==> src/rtl/nec_ir_tx.sv <==
// NEC infrared transmitter: leader, 32 pulse-distance bits (LSB first), stop burst and idle gap, or a repeat code.
// Registered outputs; ir_env is an active-low envelope and ir_led the optionally 38 kHz-modulated LED drive.
module nec_ir_tx #(
   parameter int T_LEAD_MARK  = 450000,
   parameter int T_LEAD_SPACE = 225000,
   parameter int T_REP_SPACE  = 112500,
   parameter int T_BIT_MARK   = 28000,
   parameter int T_ZERO_SPACE = 28000,
   parameter int T_ONE_SPACE  = 84500,
   parameter int T_GAP        = 2000000,
   parameter int CARRIER_DIV  = 1316,
   parameter int CARRIER_EN   = 1
) (
   input  logic        clk,
   input  logic        rst_n,
   input  logic        start,
   input  logic        repeat_code,
   input  logic [15:0] addr,
   input  logic [15:0] data,
   output logic        ir_env,
   output logic        ir_led,
   output logic        busy,
   output logic        done
);

   typedef enum logic [2:0] {
      IDLE, LEAD_MARK, LEAD_SPACE, BIT_MARK, BIT_SPACE, STOP_MARK, GAP
   } state_t;

   state_t      state, state_nxt;
   logic [31:0] ph_cnt, ph_len;
   logic [31:0] sreg;
   logic [5:0]  bit_cnt;
   logic        rep;
   logic [31:0] car_cnt, car_nxt;
   logic        ph_end, mark_nxt, enter_mark, led_nxt;

   always_comb begin
      ph_len = 32'd1;
      case (state)
         LEAD_MARK:           ph_len = 32'(T_LEAD_MARK);
         LEAD_SPACE:          ph_len = rep ? 32'(T_REP_SPACE) : 32'(T_LEAD_SPACE);
         BIT_MARK, STOP_MARK: ph_len = 32'(T_BIT_MARK);
         BIT_SPACE:           ph_len = sreg[0] ? 32'(T_ONE_SPACE) : 32'(T_ZERO_SPACE);
         GAP:                 ph_len = 32'(T_GAP);
         default:             ph_len = 32'd1;
      endcase
   end

   assign ph_end = (ph_cnt == ph_len - 32'd1);

   always_comb begin
      state_nxt = state;
      case (state)
         IDLE:       if (start) state_nxt = LEAD_MARK;
         LEAD_MARK:  if (ph_end) state_nxt = LEAD_SPACE;
         LEAD_SPACE: if (ph_end) state_nxt = rep ? STOP_MARK : BIT_MARK;
         BIT_MARK:   if (ph_end) state_nxt = BIT_SPACE;
         // bit_cnt increments on this same edge, so 31 here means the 32nd bit just finished
         BIT_SPACE:  if (ph_end) state_nxt = (bit_cnt == 6'd31) ? STOP_MARK : BIT_MARK;
         STOP_MARK:  if (ph_end) state_nxt = GAP;
         GAP:        if (ph_end) state_nxt = IDLE;
         default:    state_nxt = IDLE;
      endcase
   end

   assign mark_nxt   = (state_nxt == LEAD_MARK) || (state_nxt == BIT_MARK) || (state_nxt == STOP_MARK);
   assign enter_mark = mark_nxt && (state_nxt != state);

   // Restarting the carrier on each mark entry makes every burst open with the LED on.
   always_comb begin
      car_nxt = car_cnt + 32'd1;
      if (enter_mark || (car_cnt == 32'(CARRIER_DIV - 1)))
         car_nxt = 32'd0;
      led_nxt = mark_nxt;
      if (CARRIER_EN != 0)
         led_nxt = mark_nxt && (car_nxt < 32'(CARRIER_DIV / 2));
   end

   always_ff @(posedge clk or negedge rst_n) begin
      if (!rst_n) begin
         state   <= IDLE;
         ph_cnt  <= 32'd0;
         sreg    <= 32'd0;
         bit_cnt <= 6'd0;
         rep     <= 1'b0;
         car_cnt <= 32'd0;
         ir_env  <= 1'b1;
         ir_led  <= 1'b0;
         busy    <= 1'b0;
         done    <= 1'b0;
      end else begin
         state   <= state_nxt;
         ph_cnt  <= (state_nxt != state || state == IDLE) ? 32'd0 : ph_cnt + 32'd1;
         car_cnt <= car_nxt;
         ir_env  <= !mark_nxt;
         ir_led  <= led_nxt;
         busy    <= (state_nxt != IDLE);
         done    <= (state == GAP) && ph_end;
         if (state == IDLE && start) begin
            sreg    <= {data, addr};
            rep     <= repeat_code;
            bit_cnt <= 6'd0;
         end else if (state == BIT_SPACE && ph_end) begin
            sreg    <= sreg >> 1;
            bit_cnt <= bit_cnt + 6'd1;
         end
      end
   end

endmodule

==> config.mk <==
export PLATFORM = sky130hd
export DESIGN_NAME = nec_ir_tx
export DESIGN_NICKNAME = d
export VERILOG_FILES = /design/src/rtl/nec_ir_tx.sv
export SDC_FILE = /design/constraint.sdc
export NUM_CORES = 1
export LEC_CHECK = 0
export ABC_AREA = 1
export BUFFER_PORTS_ARGS = -buffer_cell sky130_fd_sc_hd__buf_2
export CELL_PAD_IN_SITES_DETAIL_PLACEMENT = 1
export CELL_PAD_IN_SITES_GLOBAL_PLACEMENT = 1
export CORE_MARGIN = 1.5
export CORE_UTILIZATION = 49
export DETAILED_ROUTE_END_ITERATION = 8
export PLACE_DENSITY_LB_ADDON = 0.1
export SLEW_MARGIN = 10
export SYNTH_ARGS = -nofsm -noshare
export SYNTH_HDL_FRONTEND = slang
export SYNTH_SLANG_ARGS = --single-unit
export TNS_END_PERCENT = 1
==> constraint.sdc <==
create_clock -name clk -period 7.9 [get_ports clk]
set_input_delay 0.395 -clock clk [delete_from_list [all_inputs] [get_ports clk]]
set_output_delay 0.395 -clock clk [all_outputs]
set_load 0.02 [all_outputs]
# Yosys cells after proc, flatten, opt, wreduce, memory -nomap -nowiden
# Cells that the tools add are included.
# totals
reg_bits	110
in_bits	36
elab_cells	61
# op_classes
n_addsub	4
order_cmp	1
eq_ne	13
muxes	19
n_reduce_logical	14
# ops
op	n
$mux W32	4
$pmux W21 S5	1
$add A32 B1 Y32 const B	2
$eq A32 B11 Y1 const B	1
$eq A32 B32 Y1	1
$lt A32 B10 Y1 const B	1
$sub A32 B1 Y32 const B	1
$mux W3	9
$pmux W3 S7	1
$mux W18	1
$mux W17	1
$eq A3 B3 Y1 const B	4
$mux W6	2
$eq A3 B2 Y1 const B	3
$add A6 B1 Y6 const B	1
$eq A3 B1 Y1 const B	2
$eq A6 B5 Y1 const B	1
$logic_and A1 B1 Y1	5
$logic_or A1 B1 Y1	4
$logic_not A3 Y1	1
$ne A3 B3 Y1	1
$reduce_bool A3 Y1	1
$reduce_bool A2 Y1	1
$reduce_or A2 Y1	1
$logic_not A1 Y1	1

# Depth between registers and ports, before layout
# Gate-level depths: netlist of the first run.
# logic_depth
depth_word	15
ltp_mapped	26
depth_no_buf	26

# Worst setup path after synthesis of the first run
# OpenSTA, ideal clock, no wires.
# synth_timing
kind	register to register
from	register state[0]
to	register car_cnt[18]
setup_time_ps	123
arrival_time_ps	2551
t_required_ps	7777
path_slack_ps	5226
stages_incl_launch_ff	21
period_less_slack_ps	2674
cell_sequence	dfrtp_1 -> buf_4 -> nor2_2 -> nand2_1 -> nand2_1 -> xor2_1 -> nand3_1 -> a21oi_1 -> nand2_1 -> nor2_2 -> nand3_2 -> nand2_4 -> inv_2 -> nand3_1 -> nand2_1 -> nand3_2 -> nand2_4 -> nand2_4 -> buf_2 -> buf_4 -> nor2_1
# synth_between
elab_chain_len	13
# synth_lines
item	line_no	text
from (decl)	30	state_t state, state_nxt;
from (signal assigned)	93	state <= state_nxt;
$eq A3 B3 Y1 or $eq A3 B2 Y1 (tied branches)	40, 54	
$reduce_or A2 Y1	40	case (state)
$pmux W21 S5	40	
$sub A32 B1 Y32	50	assign ph_end = (ph_cnt == ph_len - 32'd1);
$eq A32 B32 Y1	50	
$mux W3, or another cell as far along	62	GAP: if (ph_end) state_nxt = IDLE;
$pmux W3 S7	54	case (state)
$eq A3 B1 Y1 or $eq A3 B2 Y1 (tied branches)	67	assign mark_nxt = (state_nxt == LEAD_MARK) || (state_nxt == BIT_MARK) || (state_nxt == STOP_MARK);
$logic_or A1 B1 Y1 (2 in series)	67	
$logic_and A1 B1 Y1 (*)	68	assign enter_mark = mark_nxt && (state_nxt != state);
$logic_or A1 B1 Y1 (*)	73	if (enter_mark || (car_cnt == 32'(CARRIER_DIV - 1)))
$mux W32 (*)	73	
named net car_nxt[18]	35	logic [31:0] car_cnt, car_nxt;
to (signal assigned)	95	car_cnt <= car_nxt;
to (decl)	35	
# The timed path passes the listed nets; every way through them passes the cells marked *.
# A chain may end at the register's enable or synchronous reset.

# Worst setup path after layout of the first run
# layout_timing
from	register state[2]
to	register ir_led
# layout_between
elab_chain_len	15
# layout_lines
item	line_no	text
$eq A3 B3 Y1 or $eq A3 B2 Y1 (tied branches)	40, 54	
$reduce_or A2 Y1	40	
$pmux W21 S5	40	
$sub A32 B1 Y32	50	
$eq A32 B32 Y1	50	
$mux W3, or another cell as far along	62	
$pmux W3 S7	54	
$eq A3 B1 Y1 or $eq A3 B2 Y1 (tied branches)	67	
$logic_or A1 B1 Y1 (2 in series)	67	
$logic_and A1 B1 Y1 (*)	68	
$logic_or A1 B1 Y1 (*)	73	
$mux W32 (*)	73	
named net car_nxt[26]	35	
$lt A32 B10 Y1 (*)	77	led_nxt = mark_nxt && (car_nxt < 32'(CARRIER_DIV / 2));
$logic_and A1 B1 Y1 (*)	77	
named net led_nxt	36	logic ph_end, mark_nxt, enter_mark, led_nxt;
to (signal assigned)	97	ir_led <= led_nxt;
to (decl)	21	output logic ir_led,
# Marks and branches as above.

==> results of run 1 <==
power groups by stage:
stage | Combinational (W) | Clock [W] | Sequential (W)
after floorplan | 0.000000156 | 0 | 0.000574
after global placement | 0.0000212 | 0 | 0.000574
after detailed placement | 0.0000216 | 0 | 0.000574
after CTS | 0.0000217 | 0.000460 | 0.000562
after global routing | 0.0000238 | 0.000478 | 0.000562
final | 0.0000205 | 0.000449 | 0.000562
cell usage after synthesis, types with 3 or more instances:
cell type / number
sky130_fd_sc_hd__nor3_1: 40
sky130_fd_sc_hd__clkbuf_1: 15
sky130_fd_sc_hd__nor3b_1: 10
sky130_fd_sc_hd__nand3_2: 6
sky130_fd_sc_hd__nor2_2: 5
sky130_fd_sc_hd__nand2_1: 162
sky130_fd_sc_hd__inv_1: 102
sky130_fd_sc_hd__xor2_1: 30
sky130_fd_sc_hd__nor4_1: 27
sky130_fd_sc_hd__nand4_1: 25
sky130_fd_sc_hd__nor2_1: 92
sky130_fd_sc_hd__ha_1: 3
sky130_fd_sc_hd__a22oi_1: 30
sky130_fd_sc_hd__nand2_2: 3
sky130_fd_sc_hd__a21oi_1: 18
sky130_fd_sc_hd__nand3_1: 70
sky130_fd_sc_hd__or2_2: 3
sky130_fd_sc_hd__dfrtp_1: 109
sky130_fd_sc_hd__nand2_4: 3
sky130_fd_sc_hd__o21ai_0: 21
sky130_fd_sc_hd__buf_1: 4
sky130_fd_sc_hd__xnor2_1: 5
sky130_fd_sc_hd__inv_2: 3
path summary, 6_finish.rpt:
kind	startpoint	endpoint	depth (start not counted)
setup / recovery	state[2]$_DFF_PN0_	ir_led$_DFF_PN0_	24
hold / removal	rst_n	ph_cnt[11]$_DFF_PN0_	1
setup reg to reg	state[2]$_DFF_PN0_	ir_led$_DFF_PN0_	24
hold reg to reg	car_cnt[0]$_DFF_PN0_	car_cnt[0]$_DFF_PN0_	1
max in group asynchronous	rst_n	bit_cnt[4]$_DFFE_PN0P_	2
min in group clk	addr[9]	sreg[9]$_DFFE_PN0P_	3
final cells by class:
type / count / area, µm²
timing repair buffer: 42 / 220
sequential: 110 / 2750
fill: 1640 / 5650
clock inverter: 6 / 56.3
clock buffer: 10 / 229
inverter: 107 / 404
tap: 172 / 215
multi-input combinational: 571 / 2990
metal layers:
layer	part of all wire, %	track usage [%]	vias to the layer above
li1	-	-	2768
met1	46	35.6	2853
met2	49	45.8	96
met3	3.1	5.49	43
met4	2.7	10.1	0
met5	0	0	-
logic make-up (layout without fill, tap and decap cells):
kind of cell    after synthesis  count (layout)
simple gates                453             453
buf+inv                     130             165
flops                       110             110
compound gates               80              80
xor+xnor                     35              35
fa+ha+maj                     3               3
registers in the layout, summed over array words and instances, names as in the netlist:
name	flops
car_cnt	32
ph_cnt	32
sreg	32
bit_cnt	6
state	3
busy	1
done	1
ir_env	1
ir_led	1
rep	1
worst max-delay path, stage by stage (launching register included):
cell and delay, ns:
sky130_fd_sc_hd__dfrtp_1 0.59, sky130_fd_sc_hd__inv_2 0.20, sky130_fd_sc_hd__nand3_1 0.19, sky130_fd_sc_hd__nand2_2 0.08
sky130_fd_sc_hd__nor2_2 0.16, sky130_fd_sc_hd__nand3_1 0.12, sky130_fd_sc_hd__nand2_1 0.08, sky130_fd_sc_hd__nand2_1 0.06
sky130_fd_sc_hd__nor2_1 0.13, sky130_fd_sc_hd__nand3_1 0.12, sky130_fd_sc_hd__nor2_2 0.15, sky130_fd_sc_hd__nand3_2 0.26
sky130_fd_sc_hd__nand2_4 0.35, sky130_fd_sc_hd__inv_2 0.30, sky130_fd_sc_hd__nand3_1 0.17, sky130_fd_sc_hd__nand2_1 0.09
sky130_fd_sc_hd__nand3_2 0.10, sky130_fd_sc_hd__nand2_4 0.10, sky130_fd_sc_hd__nand2_4 0.27, sky130_fd_sc_hd__nor2_1 0.10
sky130_fd_sc_hd__nor2_1 0.11, sky130_fd_sc_hd__nand2_1 0.06, sky130_fd_sc_hd__nor2_1 0.10, sky130_fd_sc_hd__nand2_1 0.05
sky130_fd_sc_hd__nor2_1 0.09
metrics by stage:
| stage | power (W) | instance area, µm² | utilization (%) | setup slack [ns] | std cells |
|---|---|---|---|---|---|
| final | 0.00103 | 6870 | 54.9 | 3.76 | 1018 |
| after global routing | 0.00106 | 6870 | 54.9 | 3.36 | 1018 |
| after CTS | 0.00104 | 6870 | 54.9 | 3.79 | 1018 |
| after detailed placement | 0.000595 | 6590 | 52.6 | 3.81 | 1002 |
| after global placement | 0.000595 | 6590 | 52.6 | 3.95 | 1002 |
| after floorplan | 0.000574 | 6250 | - | 5.23 | 811 |
==> results summary, run 1 <==
The number of buffers between clock root and the deepest sink came out at 2. After legalization and detailed placement, the total HPWL measured 12.1 mm. The wire length of the first global-routing pass came out at 29.2 mm.

The post-route antenna net violation count came out at 0. Sequential cells burn 54.5% of the power. The total power density per cell area is 150 nW/µm².

The maximum fanout encountered on the critical timing path came out at 33. The number of design-rule violations left by the first detailed-router iteration came out at 309. Cells with a size suffix above 1 make up 10.2% of the layout. The area growth from synthesis to layout is 10.0%. The max-cap check violation count came out at 0.

The via density per instance is 5.66. Leaving out fill and tap cells, the most frequent cells in the layout are 162 x sky130_fd_sc_hd__nand2_1, 109 x sky130_fd_sc_hd__dfrtp_1, 102 x sky130_fd_sc_hd__inv_1. The portion of the clock cycle consumed by the worst path in the final layout came out at 52.5%. The die area is 13400 µm². Input and output buffers added on the ports amount to 39. The multiplexer share of the synthesized area is 0%.

The cell-internal power came out at 0.000789 W. The prevailing post-synth register cell is sky130_fd_sc_hd__dfrtp_1. The clock-pin slew on the worst setup and hold paths came out at 0.08 ns.

The class of the most critical setup path is flop to flop. The arrival time at the worst endpoint came out at 4.44 ns. Across all layers, the routed design uses 5760 vias. Leaving out fill and tap cells, the most frequent cell in the layout is sky130_fd_sc_hd__nand2_1. The relative contribution of combinational cells to total power came out at 2.0%. The via count of the first global-routing pass is 5999.

Clock tree synthesis selected as its root buffer the cell sky130_fd_sc_hd__clkbuf_16. The sum of overflow across all layers after global routing is 0. The number of placement rows came out at 41. The count of boundary I/O pins is 40. In this run the power spent charging and discharging nets is 0.000243 W. The Yosys warning count came out at 0. Summing every instance area after synthesis gives 6250 µm². The max-slew violation count came out at 0. The setup violation total in the final timing report is 0. The flow ran to the end, and the final reports show no timing, DRC or antenna violations.

The pre-antenna-repair detailed-routing pass consisted of 4 iterations. Derived from the worst setup path, the maximum achievable clock frequency is 0.241 GHz. The number of antenna repair diodes is 0. The number of instances in the synthesized netlist is 811.

The clock network accounts for 43.5% of the total power. Dividing the synthesized area by the synthesized cell count gives 7.70 µm². Of the total synthesized cell area, the portion taken by XOR and XNOR cells is 4.91%. The adder and majority gate portion of the synthesized area came out at 0.601%. The deepest level of the CTS H-tree is 3.

The count of instances resized after the clock tree is built came out at 0. The final setup TNS is 0 ns. The source-to-sink clock delay at the later pin of the worst-skew pair is 0.36 ns. In this run the static leakage power is 3.36 nW. The overall routing resource usage is 27.5%. The simple-gate portion of the synthesized area is 34.3%. The register-to-register path setup slack is 3.76 ns. TritonCTS built the clock tree.

The initial antenna violation count came out at 0. In the final routed layout, each cell accounts on average for 16.7 µm. The worst vdd rail ir drop is 134 µV. The time the final worst path needs with I/O delays and setup came out at 4.14 ns. The top cell type's share of synthesized area came out at 43.7%. At the pin with the least slew margin, the transition time is 1.19 ns. The worst setup path is launched from a flop. STA puts the critical path data required time at 8.19 ns. The number of hold violations in the final report is 0. Yosys attributes the largest share of cell area to sky130_fd_sc_hd__dfrtp_1 44%, sky130_fd_sc_hd__nand2_1 9.7%, sky130_fd_sc_hd__inv_1 6.1%, sky130_fd_sc_hd__nand3_1 5.6%, sky130_fd_sc_hd__nor2_1 5.5%.

The number of hold-repair buffers added at the cts stage is 0. The max-slew headroom at the worst pin came out at 20.7%. The class of the tightest hold or removal check is input pin to async pin.

The worst hold slack after final layout came out at 0.0385 ns. The number of synthesized flops with an enable pin is 0. The final layout net count is 880. The clock net in this run drives a total of 110 sinks. The switching power as a share of total power came out at 23.5%. In this run, distinct cell masters in the synthesized netlist total 42. The floorplan core area is 12500 µm². The cell type with the largest total area after synthesis is sky130_fd_sc_hd__dfrtp_1. For this configuration, the core starts out at a cell density of 49.9%. Clock skew on the completed layout was measured at 0.0126 ns.

The global placement routability congestion is 0.864. Counting every net in the synthesized netlist gives 850. The routed design has 17.0 mm of wire. Setup repair after global routing left no endpoint under its margin. The number of post-CTS setup repair buffers is 0. Entering global routing, the biggest net connects 63 pins. The worst setup path is captured at a flop. The synthesized netlist devotes 8.13% of its cell area to compound gates. From bottom edge to top edge, the die measures 116 µm. The final routed DRC violation total is 0. The width of the die is 116 µm. Buffers inserted during clock tree synthesis total 9. Of the synthesized area, sequential elements account for 44.1%. The post-synthesis register bit count came out at 110.

After synthesis, the largest family of logic cells by area is simple AND/OR/NAND/NOR gates. Counting flops with an async set or reset pin after synthesis yields a share of 100%.
(Power assumes the default switching activity.)
==> inputs of run 2 (changes only) <==
--- a/config.mk
+++ b/config.mk
@@ -10,7 +10,7 @@
 export CELL_PAD_IN_SITES_DETAIL_PLACEMENT = 1
 export CELL_PAD_IN_SITES_GLOBAL_PLACEMENT = 1
 export CORE_MARGIN = 1.5
-export CORE_UTILIZATION = 49
+export CORE_UTILIZATION = 46
 export DETAILED_ROUTE_END_ITERATION = 8
 export PLACE_DENSITY_LB_ADDON = 0.1
 export SLEW_MARGIN = 10
==> constraint.sdc (replaced) <==
create_clock -name clk -period 4.2 [get_ports clk]
set_input_delay 0.21 -clock clk [delete_from_list [all_inputs] [get_ports clk]]
set_output_delay 0.21 -clock clk [all_outputs]
set_load 0.02 [all_outputs]
==> run 2 against run 1 <==
Effect of this change: wire length fell by 0.96%; critical path depth is the same; sequential power increased by 89%; clock skew fell by 0.0019 ns; non-clock buffer count up 3.
==> results summary, run 2 (synthesized netlist as in run 1, its figures left out) <==
The flow ran to the end, and the final reports show no timing, DRC or antenna violations. The clock sink count is 110 (unchanged). The worst hold slack after final layout came to 0.0610 ns (+0.0225 ns).

The slack of the critical path was 0.566 ns (-3.19 ns). The source-to-sink clock delay at the later pin of the worst-skew pair came out at 0.36 ns (about the same). The startpoint identified for the worst register-to-register timing path is state[0]$_DFF_PN0_. The final setup TNS is 0 ns (unchanged). The global placement routability congestion is 0.886 (+2.6%).

The max-cap check violation count came out at 0 (unchanged). The via total after detailed routing is 5743 (-0.30%). The library cells used most frequently in the layout, excluding fill and tap cells, are 162 x sky130_fd_sc_hd__nand2_1, 107 x sky130_fd_sc_hd__dfrtp_1, 102 x sky130_fd_sc_hd__inv_1. The area growth from synthesis to layout is 10.9%.

The number of antenna repair diodes came out at 0 (unchanged). The maximum fanout encountered on the critical timing path is 33 (unchanged). The floorplan core area is 13200 µm² (+5.8%). The global routing usage on met1 is 34.2% (-1.3 points). The switching power as a share of total power is 21.7% (-1.9 points). The layer flagged by global routing as most heavily used is met2. The via count of the first global-routing pass is 6051 (+0.87%). The met3 capacity usage during global routing is 5.66% (+0.16 points). The sum of overflow across all layers after global routing is 0 (unchanged). The placed standard-cell area is 6610 µm² (+0.30%). The via density per instance is 5.60 (-0.98%). The overall routed net length came out at 16.8 mm (-0.96%).

The post-route antenna net violation count is 0 (unchanged). The quantity of I/O buffers inserted on ports came out at 39 (unchanged). The count of boundary I/O pins is 40 (unchanged). The HPWL reported at the end of detailed placement came to 12.3 mm (+1.6%). The deepest level of the CTS H-tree came out at 3 (unchanged). In this run the worst setup path terminates at ir_led$_DFF_PN0_. The combined buffer and inverter count along the critical path came to 2 (unchanged). The worst register-to-register path ends at ir_led$_DFF_PN0_. The clock share of power is 44.8% (+1.3 points). The class of the tightest hold or removal check is input pin to flop. The max-slew headroom at the worst pin came out at 18.7% (-1.9 points). The worst vdd rail ir drop is 233 µV (+73%). The maximum number of pins on one net before global-route repair is 67 (+6.3%). Walking the worst path, the cells encountered are inv_2 > nand2_1 > nor2_2 > nor2_2 > nand3_1 > nand2_1 > nand2_1 > nor2_1 > nand3_1 > nor2_2 > nand3_4 > nand2_4 > inv_2 > nand3_1 > nand2_1 > nand3_2 > nand2_4 > nand2_4 > nor2_1 > nor2_1 > nand2_1 > nor2_1 > nand2_1 > nor2_1. The maximum frequency from static timing analysis was 0.275 GHz (+14%).

The width of the die came out at 120 µm (+3.1%). The number of CTS-inserted buffers is 9 (unchanged). The cell-internal power was 0.00156 W (+97%). The relative contribution of combinational cells to total power is 2.0% (about the same). The number of hold violations in the final report came to 0 (unchanged). The total stage count of the critical path is 24 (unchanged).

The max-slew violation count is 0 (unchanged). The setup violation total in the final timing report came out at 0 (unchanged). The fraction of final layout cells sized beyond drive strength 1 is 10.5% (+0.32 points). The met2 layer usage reported by global route is 41.7% (-4.1 points). The startpoint class of the critical path is a flop.

The register-to-register path setup slack is 0.57 ns (-3.19 ns). STA classifies the critical path endpoint as a flop. The count of cells along the worst register-to-register path is 24 (unchanged).

The design area is 6930 µm² (+0.86%). Setup repair after global routing left no endpoint under its margin. The die boundary height was 120 µm (+3.1%). The time the final worst path needs with I/O delays and setup was 3.63 ns (-0.510 ns). The portion of the clock cycle consumed by the worst path in the final layout came out at 86.5% (+34 points).

Along the worst hold path, the cell count comes to 3. The clock-pin slew on the worst setup and hold paths came out at 0.08 ns (about the same). The critical path launch point is state[0]$_DFF_PN0_. The sequential share of power is 53.2% (-1.3 points). The largest registers in the layout are car_cnt (32), ph_cnt (32), sreg (32).

The wire length of the first global-routing pass is 29.4 mm (+0.78%). The effective utilization at floorplan is 47.2% (-2.7 points). The number of placement rows is 42 (+2.4%). The worst setup slack after placement was 0.341 ns (-3.47 ns).

The biggest cell delay along the critical path came out at 0.53 ns (-0.06 ns). The number of design-rule violations left by the first detailed-router iteration came out at 317 (+2.6%). The number of buffers between clock root and the deepest sink is 2 (unchanged). The net load switching power is 0.000430 W (+77%). The worst clock skew is 0.0107 ns (-0.00193 ns). The final routed DRC violation total was 0 (unchanged). The library cell used most frequently in the layout, excluding fill and tap cells, is sky130_fd_sc_hd__nand2_1.

The actual transition at the worst max-transition pin came out at 1.22 ns (+0.0291 ns). The slowest cell on the critical path is sky130_fd_sc_hd__dfrtp_2. The final layout net count is 883 (+0.34%). The root buffer cell chosen for the clock tree is sky130_fd_sc_hd__clkbuf_16. The leakage dissipation came out at 3.38 nW (+0.51%). The data required time of the worst path came to 4.48 ns (-3.71 ns).

The arrival time at the worst endpoint came out at 3.92 ns (-0.52 ns). The clock tree from TritonCTS is yes. The initial antenna violation count is 0 (unchanged). The total power density per cell area is 287 nW/µm² (+91%). The kind of cell with the highest combined delay along the critical path is simple AND/OR/NAND/NOR gates. The routed length per instance came out at 16.4 µm (-1.6%). The total iterations of the first detailed-routing run came to 5 (+1). Among the stages of the critical path, the cell type that occurs most often is sky130_fd_sc_hd__nand2_1. The worst setup path is of the flop to flop kind. The die area came out at 14300 µm² (+6.4%). The overall routing resource usage came to 25.4% (-2.1 points).
[run 2: cell types whose count changed in the layout (fill, tap and decap cells not counted), moves of 2 or more]
cell | previous run | this run
sky130_fd_sc_hd__dfrtp_1 | 109 | 107
sky130_fd_sc_hd__buf_4 | 4 | 6
sky130_fd_sc_hd__inv_6 | 2 | 0
sky130_fd_sc_hd__dfrtp_2 | 0 | 2
[run 2: what timing repair did]
item,4_1_cts,5_1_grt
endpoints found under the hold margin,44,0
setup buffers,0,0
resized for setup,0,3
endpoints found under the setup margin,0,1
hold buffers,1,0
[run 2: how the worst min path moves through the flow]
stage | startpoint | endpoint | slack, ns
final | repeat_code | rep$_DFFE_PN0P_ | 0.06
after global routing | data[1] | sreg[17]$_DFFE_PN0P_ | 0.07
after CTS | repeat_code | rep$_DFFE_PN0P_ | 0.05
after detailed placement | rst_n | ph_cnt[9]$_DFF_PN0_ | 0.34
after global placement | rst_n | ph_cnt[9]$_DFF_PN0_ | 0.33
after floorplan | rst_n | bit_cnt[0]$_DFFE_PN0P_ | -0.09
[run 2: worst reg2reg max path: stages (launching register included)]
cell and delay (ns):
sky130_fd_sc_hd__dfrtp_2 0.53, sky130_fd_sc_hd__inv_2 0.10, sky130_fd_sc_hd__nand2_1 0.17, sky130_fd_sc_hd__nor2_2 0.08, sky130_fd_sc_hd__nor2_2 0.18, sky130_fd_sc_hd__nand3_1 0.11, sky130_fd_sc_hd__nand2_1 0.09, sky130_fd_sc_hd__nand2_1 0.05
sky130_fd_sc_hd__nor2_1 0.13, sky130_fd_sc_hd__nand3_1 0.13, sky130_fd_sc_hd__nor2_2 0.20, sky130_fd_sc_hd__nand3_4 0.19, sky130_fd_sc_hd__nand2_4 0.11, sky130_fd_sc_hd__inv_2 0.22, sky130_fd_sc_hd__nand3_1 0.17, sky130_fd_sc_hd__nand2_1 0.09
sky130_fd_sc_hd__nand3_2 0.10, sky130_fd_sc_hd__nand2_4 0.10, sky130_fd_sc_hd__nand2_4 0.26, sky130_fd_sc_hd__nor2_1 0.12, sky130_fd_sc_hd__nor2_1 0.12, sky130_fd_sc_hd__nand2_1 0.06, sky130_fd_sc_hd__nor2_1 0.10, sky130_fd_sc_hd__nand2_1 0.06
sky130_fd_sc_hd__nor2_1 0.10
[run 2: per-stage QoR]
stage / instances / utilization [%] / total power, W
2_1_floorplan: 811 / - / 0.00108
3_3_place_gp: 1008 / 49.9 / 0.00112
3_5_place_dp: 1008 / 49.9 / 0.00112
4_1_cts: 1025 / 52.2 / 0.00201
5_1_grt: 1025 / 52.3 / 0.00205
6_report: 1025 / 52.3 / 0.00199
[run 2: layout make-up]
class	count	area (µm²)
flip-flops and latches	110	2760
clock inverters	4	57.6
repair buffers	45	245
well taps	176	220
clock buffers	12	246
inverters	107	404
multi-input cells	571	3000
fillers	1717	6310
[run 2: power groups by stage]
stage	Sequential, W	Combinational [W]	Clock [W]
6_report	0.00106	0.0000400	0.000890
5_1_grt	0.00106	0.0000466	0.000950
4_1_cts	0.00106	0.0000417	0.000909
3_5_place_dp	0.00108	0.0000409	0
3_3_place_gp	0.00108	0.0000402	0
2_1_floorplan	0.00108	0.000000292	0
[run 2: routing by layer]
| layer | part of all wire [%] | vias to the layer above |
|---|---|---|
| met5 | 0 | - |
| met4 | 1.7 | 0 |
| met3 | 4.0 | 26 |
| met2 | 48 | 114 |
| met1 | 46 | 2835 |
| li1 | - | 2768 |
